<file path="config.mk">
export PLATFORM = sky130hd
export DESIGN_NAME = blackparrot_fpga_host_mmio_arb
export DESIGN_NICKNAME = d
export VERILOG_FILES = /design/src/rtl/blackparrot_fpga_host_mmio_arb.sv
export SDC_FILE = /design/constraint.sdc
export NUM_CORES = 1
export LEC_CHECK = 0
export CAP_MARGIN = 20
export CELL_PAD_IN_SITES_DETAIL_PLACEMENT = 1
export CELL_PAD_IN_SITES_GLOBAL_PLACEMENT = 2
export CORE_MARGIN = 2
export CORE_UTILIZATION = 10
export DETAILED_ROUTE_END_ITERATION = 16
export GPL_TIMING_DRIVEN = 1
export PLACE_DENSITY_LB_ADDON = 0.1
export SLEW_MARGIN = 20
export SYNTH_ARGS = -nofsm -noshare
export SYNTH_HDL_FRONTEND = slang
export SYNTH_HIERARCHICAL = 1
export SYNTH_SLANG_ARGS = --single-unit
</file>
<file path="constraint.sdc">
create_clock -name clk -period 3.3 [get_ports clk]
set_clock_uncertainty 0.1 [all_clocks]
set_input_delay 0.495 -clock clk [delete_from_list [all_inputs] [get_ports clk]]
set_output_delay 0.495 -clock clk [all_outputs]
set_load 0.02 [all_outputs]
</file>
<file path="src/rtl/blackparrot_fpga_host_mmio_arb.sv">
// Round-robin funnel of BP MMIO requesters onto one host FIFO pair: each request
// goes out as an address word then a data word, with one transaction in flight.

module blackparrot_fpga_host_mmio_arb_lane
  #(parameter int addr_width_p      = 64
  , parameter int fifo_data_width_p = 32
  )
  (input  logic                         sel
  ,input  logic [addr_width_p-1:0]      addr
  ,input  logic [fifo_data_width_p-1:0] data
  ,input  logic                         w
  ,input  logic                         resp_ready
  ,input  logic                         yumi_en
  ,input  logic                         resp_en
  ,output logic [2*fifo_data_width_p:0] req_masked
  ,output logic                         ready_masked
  ,output logic                         yumi
  ,output logic                         resp_v
  );

  // Only the selected lane contributes, so the top can OR all lanes together.
  assign req_masked   = sel ? {w, addr[fifo_data_width_p-1:0], data} : '0;
  assign ready_masked = sel & resp_ready;
  assign yumi         = sel & yumi_en;
  assign resp_v       = sel & resp_en;

  if (addr_width_p > fifo_data_width_p) begin : hi
    logic unused_addr_hi;
    assign unused_addr_hi = ^addr[addr_width_p-1:fifo_data_width_p];
  end

endmodule

module blackparrot_fpga_host_mmio_arb
  #(parameter int num_req_p         = 2
  , parameter int fifo_data_width_p = 32
  , parameter int addr_width_p      = 64
  , localparam int lg_lp            = $clog2(num_req_p)
  )
  (input  logic                                   clk
  ,input  logic                                   reset
  ,input  logic [num_req_p-1:0]                   req_v_i
  ,input  logic [num_req_p*addr_width_p-1:0]      req_addr_i
  ,input  logic [num_req_p*fifo_data_width_p-1:0] req_data_i
  ,input  logic [num_req_p-1:0]                   req_w_i
  ,output logic [num_req_p-1:0]                   req_yumi_o
  ,output logic [num_req_p-1:0]                   resp_v_o
  ,output logic [fifo_data_width_p-1:0]           resp_data_o
  ,output logic                                   resp_w_o
  ,input  logic [num_req_p-1:0]                   resp_ready_and_i
  ,output logic                                   fifo_v_o
  ,output logic [fifo_data_width_p-1:0]           fifo_data_o
  ,input  logic                                   fifo_ready_and_i
  ,input  logic                                   mmio_resp_v_i
  ,input  logic [fifo_data_width_p-1:0]           mmio_resp_data_i
  ,output logic                                   mmio_resp_yumi_o
  ,output logic [lg_lp-1:0]                       grant_id_o
  ,output logic                                   busy_o
  );

  typedef enum logic [2:0] {e_arb, e_addr, e_data, e_read_resp, e_write_resp} state_e;

  typedef struct packed {
    logic                         w;
    logic [fifo_data_width_p-1:0] addr;
    logic [fifo_data_width_p-1:0] data;
  } req_s;

  state_e           state_r, state_n;
  logic [lg_lp-1:0] grant_r, grant_n, last_r, last_n, winner;
  logic             found;
  logic [lg_lp-1:0] cand;

  logic                 yumi_en, resp_en, mmio_yumi;
  logic [num_req_p-1:0] lane_ready;
  req_s                 lane_req [num_req_p];
  logic [$bits(req_s)-1:0] sel_bits;
  req_s                 sel_req;
  logic                 sel_ready;

  for (genvar i = 0; i < num_req_p; i++) begin : lane
    blackparrot_fpga_host_mmio_arb_lane
      #(.addr_width_p(addr_width_p), .fifo_data_width_p(fifo_data_width_p))
      lane_inst
      (.sel         (grant_r == lg_lp'(i))
      ,.addr        (req_addr_i[i*addr_width_p +: addr_width_p])
      ,.data        (req_data_i[i*fifo_data_width_p +: fifo_data_width_p])
      ,.w           (req_w_i[i])
      ,.resp_ready  (resp_ready_and_i[i])
      ,.yumi_en     (yumi_en)
      ,.resp_en     (resp_en)
      ,.req_masked  (lane_req[i])
      ,.ready_masked(lane_ready[i])
      ,.yumi        (req_yumi_o[i])
      ,.resp_v      (resp_v_o[i])
      );
  end

  always_comb begin
    sel_bits = '0;
    for (int i = 0; i < num_req_p; i++) sel_bits = sel_bits | lane_req[i];
  end
  assign sel_req   = sel_bits;
  assign sel_ready = |lane_ready;

  // Rotating priority: first requester above the previous winner, wrapping.
  always_comb begin
    winner = '0;
    found  = 1'b0;
    cand   = '0;
    for (int k = 1; k <= num_req_p; k++) begin
      cand = lg_lp'((int'(last_r) + k) % num_req_p);
      if (!found && req_v_i[cand]) begin
        winner = cand;
        found  = 1'b1;
      end
    end
  end

  always_comb begin
    state_n     = state_r;
    grant_n     = grant_r;
    last_n      = last_r;
    fifo_v_o    = 1'b0;
    fifo_data_o = '0;
    yumi_en     = 1'b0;
    resp_en     = 1'b0;
    resp_w_o    = 1'b0;
    resp_data_o = '0;
    mmio_yumi   = 1'b0;
    unique case (state_r)
      e_arb: begin
        if (found) begin
          grant_n = winner;
          last_n  = winner;
          state_n = e_addr;
        end
      end
      e_addr: begin
        fifo_v_o    = 1'b1;
        fifo_data_o = sel_req.addr;
        if (fifo_ready_and_i) state_n = e_data;
      end
      e_data: begin
        // Reads still send the data word so the host always sees two words.
        fifo_v_o    = 1'b1;
        fifo_data_o = sel_req.data;
        yumi_en     = fifo_ready_and_i;
        if (fifo_ready_and_i) state_n = sel_req.w ? e_write_resp : e_read_resp;
      end
      e_read_resp: begin
        resp_en     = mmio_resp_v_i;
        resp_data_o = mmio_resp_data_i;
        mmio_yumi   = mmio_resp_v_i & sel_ready;
        if (mmio_yumi) state_n = e_arb;
      end
      e_write_resp: begin
        resp_en  = 1'b1;
        resp_w_o = 1'b1;
        if (sel_ready) state_n = e_arb;
      end
      default: state_n = e_arb;
    endcase
    // Outputs are quiet while reset is held, whatever state we were in.
    if (reset) begin
      fifo_v_o    = 1'b0;
      fifo_data_o = '0;
      yumi_en     = 1'b0;
      resp_en     = 1'b0;
      resp_w_o    = 1'b0;
      resp_data_o = '0;
      mmio_yumi   = 1'b0;
    end
  end

  assign mmio_resp_yumi_o = mmio_yumi;
  assign busy_o           = (state_r != e_arb) & ~reset;
  assign grant_id_o       = grant_r;

  always_ff @(posedge clk) begin
    if (reset) begin
      state_r <= e_arb;
      grant_r <= '0;
      last_r  <= lg_lp'(num_req_p-1);
    end else begin
      state_r <= state_n;
      grant_r <= grant_n;
      last_r  <= last_n;
    end
  end

  always_ff @(posedge clk) begin
    if (!reset) begin
      assert ($onehot0(req_yumi_o));
      assert ($onehot0(resp_v_o));
    end
  end

endmodule

</file>
Yosys cells after proc, flatten, opt, wreduce, memory -nomap -nowiden
Index checks and enable logic that the tools add are counted.

$add $sub $neg: 2. Magnitude comparators: 2. Equal/unequal tests: 9. Muxes and demuxes: 31. Bitwise operators: 11. Reductions and logical operators: 8.

Operator list (number): 65-bit two-way mux (2); 32-bit two-way mux (3); 65-bit OR (1); 32-bit one-hot mux with 2 select lines (1); 3-bit two-way mux (6); 1-bit two-way mux (17); 3-bit one-hot mux with 5 select lines (1); 2-bit inequality test, second input constant (5); 1-bit bitwise AND (8); 3-bit by 2-bit == test with 1-bit output, second input constant (2); 5-bit AND reduction (1); 1-bit by 2-bit < comparator with 1-bit output, second input constant (2); 2-bit OR reduction (2); 3-bit by 1-bit == test with 1-bit output, second input constant (1); 3-bit == test, second input constant (1); 3-bit zero test (1); 3-bit nonzero test (1); 1-bit adder, second input constant (2); 1-bit NOT (2); 1-bit one-hot mux with 2 select lines (1); 2-bit AND reduction (1); 1-bit logical AND (1); 1-bit zero test (1).

Register bits after elaboration: 5. Input bits: 234. Logic and storage cells: 66.

Longest topological paths before layout
Gate-level depths: netlist (run 1).

Word-level depth: 9. Mapped depth: 7. Gate-level depth less buffers: 6.

By module
The synthesis (run 1) kept the hierarchy.

By module, submodules not included: blackparrot_fpga_host_mmio_arb (instances 1, cells each 195, area each 1072.3 um^2); blackparrot_fpga_host_mmio_arb_lane (instances 2, cells each 75, area each 505.5 um^2).

Worst setup path after synthesis (run 1)
OpenSTA, ideal clock, no wires.

Path kind: input-to-output. Start point: input reset. End point: output mmio_resp_yumi_o. Arrival: 1.689 ns. Required time: 2.705 ns. Path slack: 1.016 ns. Cell stages on the path: 7. Buffers on the path: 3. Cell sequence: buf_2 nor2_1 and3_1 clkbuf_1 clkbuf_1 nand2_1 nor2_1.

Word-level cells in the longest chain between the ends: 1.

Ends and longest elaborated chain: start: declaration (RTL line 41) `,input logic reset`; 1-bit two-way mux (RTL line 165) `if (reset) begin`; end: declaration (RTL line 56) `,output logic mmio_resp_yumi_o`.

Every way passes these cells.

Final worst setup path (run 1)
Start point: input reset. End point: output fifo_data_o[9].

Word-level cells in the longest chain between the ends: 1.

Ends and longest elaborated chain: 32-bit two-way mux (RTL line 165); end: declaration (RTL line 52) `,output logic [fifo_data_width_p-1:0] fifo_data_o`.

Every way passes these cells.

==> impl_summary.log, run 1 <==
INFO  metric timing.hold.worst_endpoint = last_r
INFO  metric die_area = 0.0220 mm2
INFO  metric ios = 307
INFO  metric clock_path_buffers = 2
INFO  metric r2r_slack = 0.96 ns
INFO  metric crit_path_max_fanout = 18
INFO  metric drcViolationCount = 0
INFO  metric timing.hold.ws = 0.388 ns
INFO  metric synth_sequential_area_ratio = 4.80%
INFO  metric category_of_the_critical_setup_timing_path = in -> out
INFO  metric fp.dieH = 148 um
INFO  metric post-place-ws = 0.0427 ns
INFO  metric grt_setup_unrepaired = false
INFO  metric post-cts-setup-buffer-count = 0
INFO  metric core_area = 0.0204 mm2
INFO  metric effective_utilization_at_floorplan = 10.2%
INFO  metric final_hold_fails = 0
INFO  metric synth-main-ff-cell = dfxtp_1
INFO  metric drt_pre_antenna_iters = 4
INFO  metric syn_to_final_growth = 134%
INFO  metric avgRoutedWirePerCell = 14.2 um
INFO  metric grt_overflow_total = 0
INFO  metric total_grt_usage = 10.3%
INFO  metric netlist_top_cells_area = and2_1, and2_2, nor2_1
INFO  metric worstPathRequired = 2.70 ns
INFO  metric post-place-cells = 840
INFO  metric first_global_vias = 3262
INFO  metric grt_max_degree = 71
INFO  metric arrival = 2.61 ns
INFO  metric detailed_place_hpwl = 9.64 mm
INFO  metric syn_area = 0.00208 mm2
INFO  metric antenna_cells_inserted = 0
INFO  metric power_dens_cells = 339 mW/mm2
INFO  metric regToRegEndpoint = state_r[2]
INFO  metric synthArstFlopShare = 0%
INFO  metric synth_enable_flop_cells = 0
INFO  metric synth.top_cell.area_share = 38.1%
INFO  metric rows = 52
INFO  metric timing.max_cap.violations = 0
INFO  metric min_period_over_period = 97.1%
INFO  metric dr_vias_cell = 3.63
INFO  metric final-setup-viol-count = 0
INFO  metric run_status = complete, no violations
INFO  metric r2r_cells = 6
INFO  metric cts-buffers-inserted = 3
INFO  metric synth.cells.most_frequent = and2_1, nor2_1, and2_2, o22ai_1, clkbuf_1
INFO  metric power.leakage = 1.92 nW
INFO  metric holdCritPathClass = reg -> reg
INFO  metric layout_setup_ws = 0.0960 ns
INFO  metric clk_latency = 0.23 ns
INFO  metric die_width = 148 um
INFO  metric final_sum_of_negative_setup_slack = 0 ns
INFO  metric clockRootBuffer = clkbuf_16
INFO  metric post_route_cells_drive_above_1_share = 10.6%
INFO  metric min_from = last_r
INFO  metric power.ir.vdd_worst = 112 uV
INFO  metric crit_path_start_kind = primary input
INFO  metric synthMostInstantiatedCell = and2_1
INFO  metric detail-route-antenna-nets = 0
INFO  metric fillCellCount = 2465
INFO  metric yosys_register_bits = 5
INFO  metric final_nets = 809
INFO  metric gp_congestion = 0.706
INFO  metric ys_warn_count = 6
INFO  metric min_path_cells = 1
INFO  metric cts_tree = done
INFO  metric vias = 3066
INFO  metric fmax = 312 MHz
INFO  metric synth_nets = 579
INFO  metric clkSlewWorstSetupHoldPaths = 0.03 ns
INFO  metric netlist_instances = 345
INFO  metric cts.sink_count = 5
INFO  metric cts_resized = 0
INFO  metric global_route_wire_length_before_repair = 18.1 mm
INFO  metric cts_h_tree_lvls = 1
INFO  metric timing.final.crit_period = 3.20 ns
INFO  metric synth_area_per_cell = 6.04 um2
INFO  metric drt_first_iter_violations = 54
INFO  metric synth_top_area_cell = and2_1
INFO  metric cts_hold_repair.buffers = 0
INFO  metric maxSlewHeadroom = 59.0%
INFO  metric antenna_found_initial = 0
INFO  metric port_buffers = 242
INFO  metric synth_unique_cells = 31
INFO  metric layout.cells.non_filler = 844
INFO  metric totalWireLength = 12.0 mm
INFO  metric critical_path_sink_type = primary output
INFO  metric max_slew_violation_count = 0
INFO  metric slew_at_the_pin_closest_to_its_max_slew_limit = 0.615 ns
INFO  metric r2r-start = grant_id_o
## cells by family (layout without fill, tap and decap cells)
logic type,Yosys count,in the layout,share of synthesized area [%]
AOI/OAI and AO/OA,47,47,14.3
xor gates and xnor gates,1,1,0.420
buffers and inverters,31,260,9.07
DFF,5,5,4.80
and+or+nand+nor,261,261,71.4
## metrics by stage
| stage | instance area, um2 | utilization [%] | power [W] |
|---|---|---|---|
| 5_1_grt | 4870 | 23.9 | 0.00181 |
| 4_1_cts | 4860 | 23.9 | 0.00170 |
| 6_report | 4870 | 23.9 | 0.00165 |
| 3_5_place_dp | 4780 | 23.5 | 0.00148 |
| 2_1_floorplan | 2080 | - | 0.000872 |
| 3_3_place_gp | 4780 | 23.5 | 0.00147 |
## flip-flops by register name, summed over array words and instances, names as in the netlist
name,cells
last_r,1
grant_id_o,1
state_r,3
## critical path: stages
cell and delay [ns]:
clkdlybuf4s50_1 0.52, or3_2 0.53, buf_4 0.24, o22ai_1 0.15
clkdlybuf4s50_1 0.65
## layout make-up
class	instances	area (um2)	share of cell area [%]
timing repair buffer	254	2550	52.3
multi-input combinational	309	1800	36.9
tap	270	338	6.94
sequential	5	101	2.08
clock buffer	4	78.8	1.62
inverter	2	7.51	0.154
## how the worst max path moves through the flow
stage           from                to  slack, ns  depth (start not counted)
3_5_place_dp   reset   fifo_data_o[11]       0.04                          5
3_3_place_gp   reset   fifo_data_o[18]       0.08                          5
4_1_cts        reset   fifo_data_o[11]       0.03                          5
5_1_grt        reset    fifo_data_o[4]      0.003                          5
2_1_floorplan  reset  mmio_resp_yumi_o       1.02                          7
6_report       reset    fifo_data_o[9]        0.1                          5
## placed cells by master, fill, tap and decap left out, drive strengths merged, types with 2 or more instances in the layout
cell,Yosys,final
clkdlybuf4s50,0,238
and2,169,169
nor2,72,72
o22ai,30,30
buf,11,12
nand2,9,9
o21ai,8,8
dfxtp,5,5
dlymetal6s2s,0,4
clkbuf,18,4
a21oi,3,3
nor2b,2,2
nor3,2,2
## where the power goes
group          leakage (nW)  internal, W  total, W  switching, W
combinational          1.84     0.000686   0.00134      0.000652
sequential           0.0416    0.0000806  0.000110     0.0000297
clock                0.0382     0.000160  0.000204     0.0000439
total                  1.92     0.000927   0.00165      0.000726
## routing by layer
| layer | global-route usage, % | part of all wire, % |
|---|---|---|
| met5 | 0 | 0 |
| met4 | 2.00 | 1.0 |
| met3 | 3.96 | 11 |
| met2 | 18.4 | 48 |
| met1 | 11.8 | 40 |
(Power assumes the default switching activity.)
==> run 2, diff against run 1 <==
--- a/config.mk
+++ b/config.mk
@@ -5,11 +5,10 @@
 export SDC_FILE = /design/constraint.sdc
 export NUM_CORES = 1
 export LEC_CHECK = 0
-export CAP_MARGIN = 20
-export CELL_PAD_IN_SITES_DETAIL_PLACEMENT = 1
-export CELL_PAD_IN_SITES_GLOBAL_PLACEMENT = 2
+export CELL_PAD_IN_SITES_DETAIL_PLACEMENT = 0
+export CELL_PAD_IN_SITES_GLOBAL_PLACEMENT = 1
 export CORE_MARGIN = 2
-export CORE_UTILIZATION = 10
+export CORE_UTILIZATION = 14
 export DETAILED_ROUTE_END_ITERATION = 16
 export GPL_TIMING_DRIVEN = 1
 export PLACE_DENSITY_LB_ADDON = 0.1
==> run 2 against run 1 <==
Compared with the run above: combinational power decreased by 4%; die area decreased by 28%; utilization increased by 8.5 points; global-route usage increased by 2.0 points; sequential share of layout area increased by 0.067 points; power decreased by 2.5%; sequential power increased by 8%; hold slack improved by 0.0033 ns; flip-flop and latch count unchanged; non-clock buffer count decreased by 1; critical path depth increased by 1; critical endpoint is now fifo_data_o[11].
==> impl_summary.log, run 2 (same netlist as run 1, synthesis figures left out) <==
INFO  metric totalWireLength = 10.2 mm
INFO  metric post_route_cells_drive_above_1_share = 10.3%
INFO  metric cts-buffers-inserted = 3
INFO  metric timing.max_cap.violations = 0
INFO  metric drt_first_iter_violations = 76
INFO  metric clk_latency = 0.23 ns
INFO  metric total_grt_usage = 12.3%
INFO  metric regToRegEndpoint = state_r[2]
INFO  metric die_area = 0.0159 mm2
INFO  metric global_route_wire_length_before_repair = 15.9 mm
INFO  metric cts.sink_count = 5
INFO  metric final_nets = 808
INFO  metric final-setup-viol-count = 0
INFO  metric flip_flop_count_of_the_largest_register_all_copies_and_words_added = 3
INFO  metric min_path_cells = 1
INFO  metric dr_vias_cell = 3.96
INFO  metric rows = 44
INFO  metric syn_to_final_growth = 126%
INFO  metric cts_resized = 0
INFO  metric effective_utilization_at_floorplan = 14.3%
INFO  metric crit_path_max_fanout = 30
INFO  metric holdCritPathClass = reg -> reg
INFO  metric first_global_vias = 3068
INFO  metric r2r-start = grant_id_o
INFO  metric cp_cell_sequence = clkdlybuf4s50_1 -> nor2_1 -> nand2_1 -> buf_4 -> o22ai_1 -> clkdlybuf4s50_1
INFO  metric clockRootBuffer = clkbuf_16
INFO  metric most-common-layout-cells = clkdlybuf4s50_1, and2_1, nor2_1, and2_2, o22ai_1
INFO  metric fp.dieH = 126 um
INFO  metric cpMostUsedCell = clkdlybuf4s50_1
INFO  metric min_from = last_r
INFO  metric arrival = 2.47 ns
INFO  metric grt_overflow_total = 0
INFO  metric fmax = 326 MHz
INFO  metric post-cts-setup-buffer-count = 0
INFO  metric timing.hold.ws = 0.391 ns
INFO  metric avgRoutedWirePerCell = 13.5 um
INFO  metric detail-route-antenna-nets = 0
INFO  metric run_status = complete, no violations
INFO  metric antenna_cells_inserted = 0
INFO  metric grt_setup_unrepaired = false
INFO  metric r2r_slack = 1.08 ns
INFO  metric grt_max_degree = 41
INFO  metric registers.top_by_ff_count = state_r
INFO  metric core_area = 0.0145 mm2
INFO  metric layout_commonest_cell = clkdlybuf4s50_1
INFO  metric drt_pre_antenna_iters = 4
INFO  metric critical_path_sink_type = primary output
INFO  metric cts_hold_repair.buffers = 0
INFO  metric power.ir.vdd_worst = 105 uV
INFO  metric antenna_found_initial = 0
INFO  metric final_sum_of_negative_setup_slack = 0 ns
INFO  metric maxSlewHeadroom = 61.3%
INFO  metric fillCellCount = 1562
INFO  metric r2r_cells = 7
INFO  metric clock_path_buffers = 2
INFO  metric final_hold_fails = 0
INFO  metric critPathMaxStageDelay = 0.65 ns
INFO  metric die_width = 126 um
INFO  metric port_buffers = 242
INFO  metric category_of_the_critical_setup_timing_path = in -> out
INFO  metric max_slew_violation_count = 0
INFO  metric critical-path-slowest-cell = clkdlybuf4s50_1
INFO  metric drcViolationCount = 0
INFO  metric vias = 2994
INFO  metric timing.final.crit_period = 3.07 ns
INFO  metric cts_tree = done
INFO  metric power.leakage = 1.83 nW
INFO  metric ios = 307
INFO  metric gp_congestion = 0.724
INFO  metric crit_path_start_kind = primary input
INFO  metric cts_h_tree_lvls = 1
INFO  metric power_dens_cells = 342 mW/mm2
INFO  metric worstPathRequired = 2.70 ns
INFO  metric detailed_place_hpwl = 8.16 mm
INFO  metric min_period_over_period = 92.9%
INFO  metric timing.hold.worst_endpoint = last_r
INFO  metric clkSlewWorstSetupHoldPaths = 0.03 ns
INFO  metric slew_at_the_pin_closest_to_its_max_slew_limit = 0.580 ns
-- run 2: final cells by class --
| type | count | area (um2) | share of cell area [%] |
|---|---|---|---|
| well taps | 184 | 230 | 4.88 |
| multi-input cells | 309 | 1790 | 38.0 |
| repair buffers | 253 | 2500 | 53.1 |
| clock buffers | 4 | 78.8 | 1.67 |
| flip-flops and latches | 5 | 101 | 2.15 |
| inverters | 2 | 7.51 | 0.159 |
-- run 2: critical path: cells and delay by family --
family,cells,cell delay (ns)
buffers and inverters,3,1.39
and+or+nand+nor,2,0.29
AOI/OAI and AO/OA,1,0.29
-- run 2: through the flow --
step                util, %  setup WS, ns  power [W]  cells  cell area (um2)
CTS                    32.5         0.198    0.00165    757             4720
finish                 32.5         0.234    0.00161    757             4720
detailed placement     31.9         0.214    0.00143    753             4640
floorplan                 -          1.02   0.000872    345             2080
global route           32.5         0.116    0.00176    757             4720
global placement       31.9         0.235    0.00143    753             4640
-- run 2: power by group --
part	switching [W]	internal [W]	leakage (nW)
logic	0.000619	0.000671	1.75
registers	0.0000384	0.0000807	0.0416
clock network	0.0000412	0.000160	0.0382
-- run 2: worst max-delay path by stage --
stage	startpoint	depth (start not counted)	to
2_1_floorplan	reset	7	mmio_resp_yumi_o
3_3_place_gp	reset	5	fifo_data_o[11]
3_5_place_dp	reset	5	fifo_data_o[11]
4_1_cts	reset	5	fifo_data_o[11]
5_1_grt	reset	6	fifo_data_o[11]
6_report	reset	6	fifo_data_o[11]
-- run 2: routing by layer --
| layer | up-vias | track usage [%] | share of wire, % |
|---|---|---|---|
| met5 | - | 0 | 0 |
| met4 | 0 | 2.65 | 1.5 |
| met3 | 11 | 3.61 | 10 |
| met2 | 161 | 21.8 | 46 |
| met1 | 1269 | 14.7 | 42 |
| li1 | 1553 | - | - |
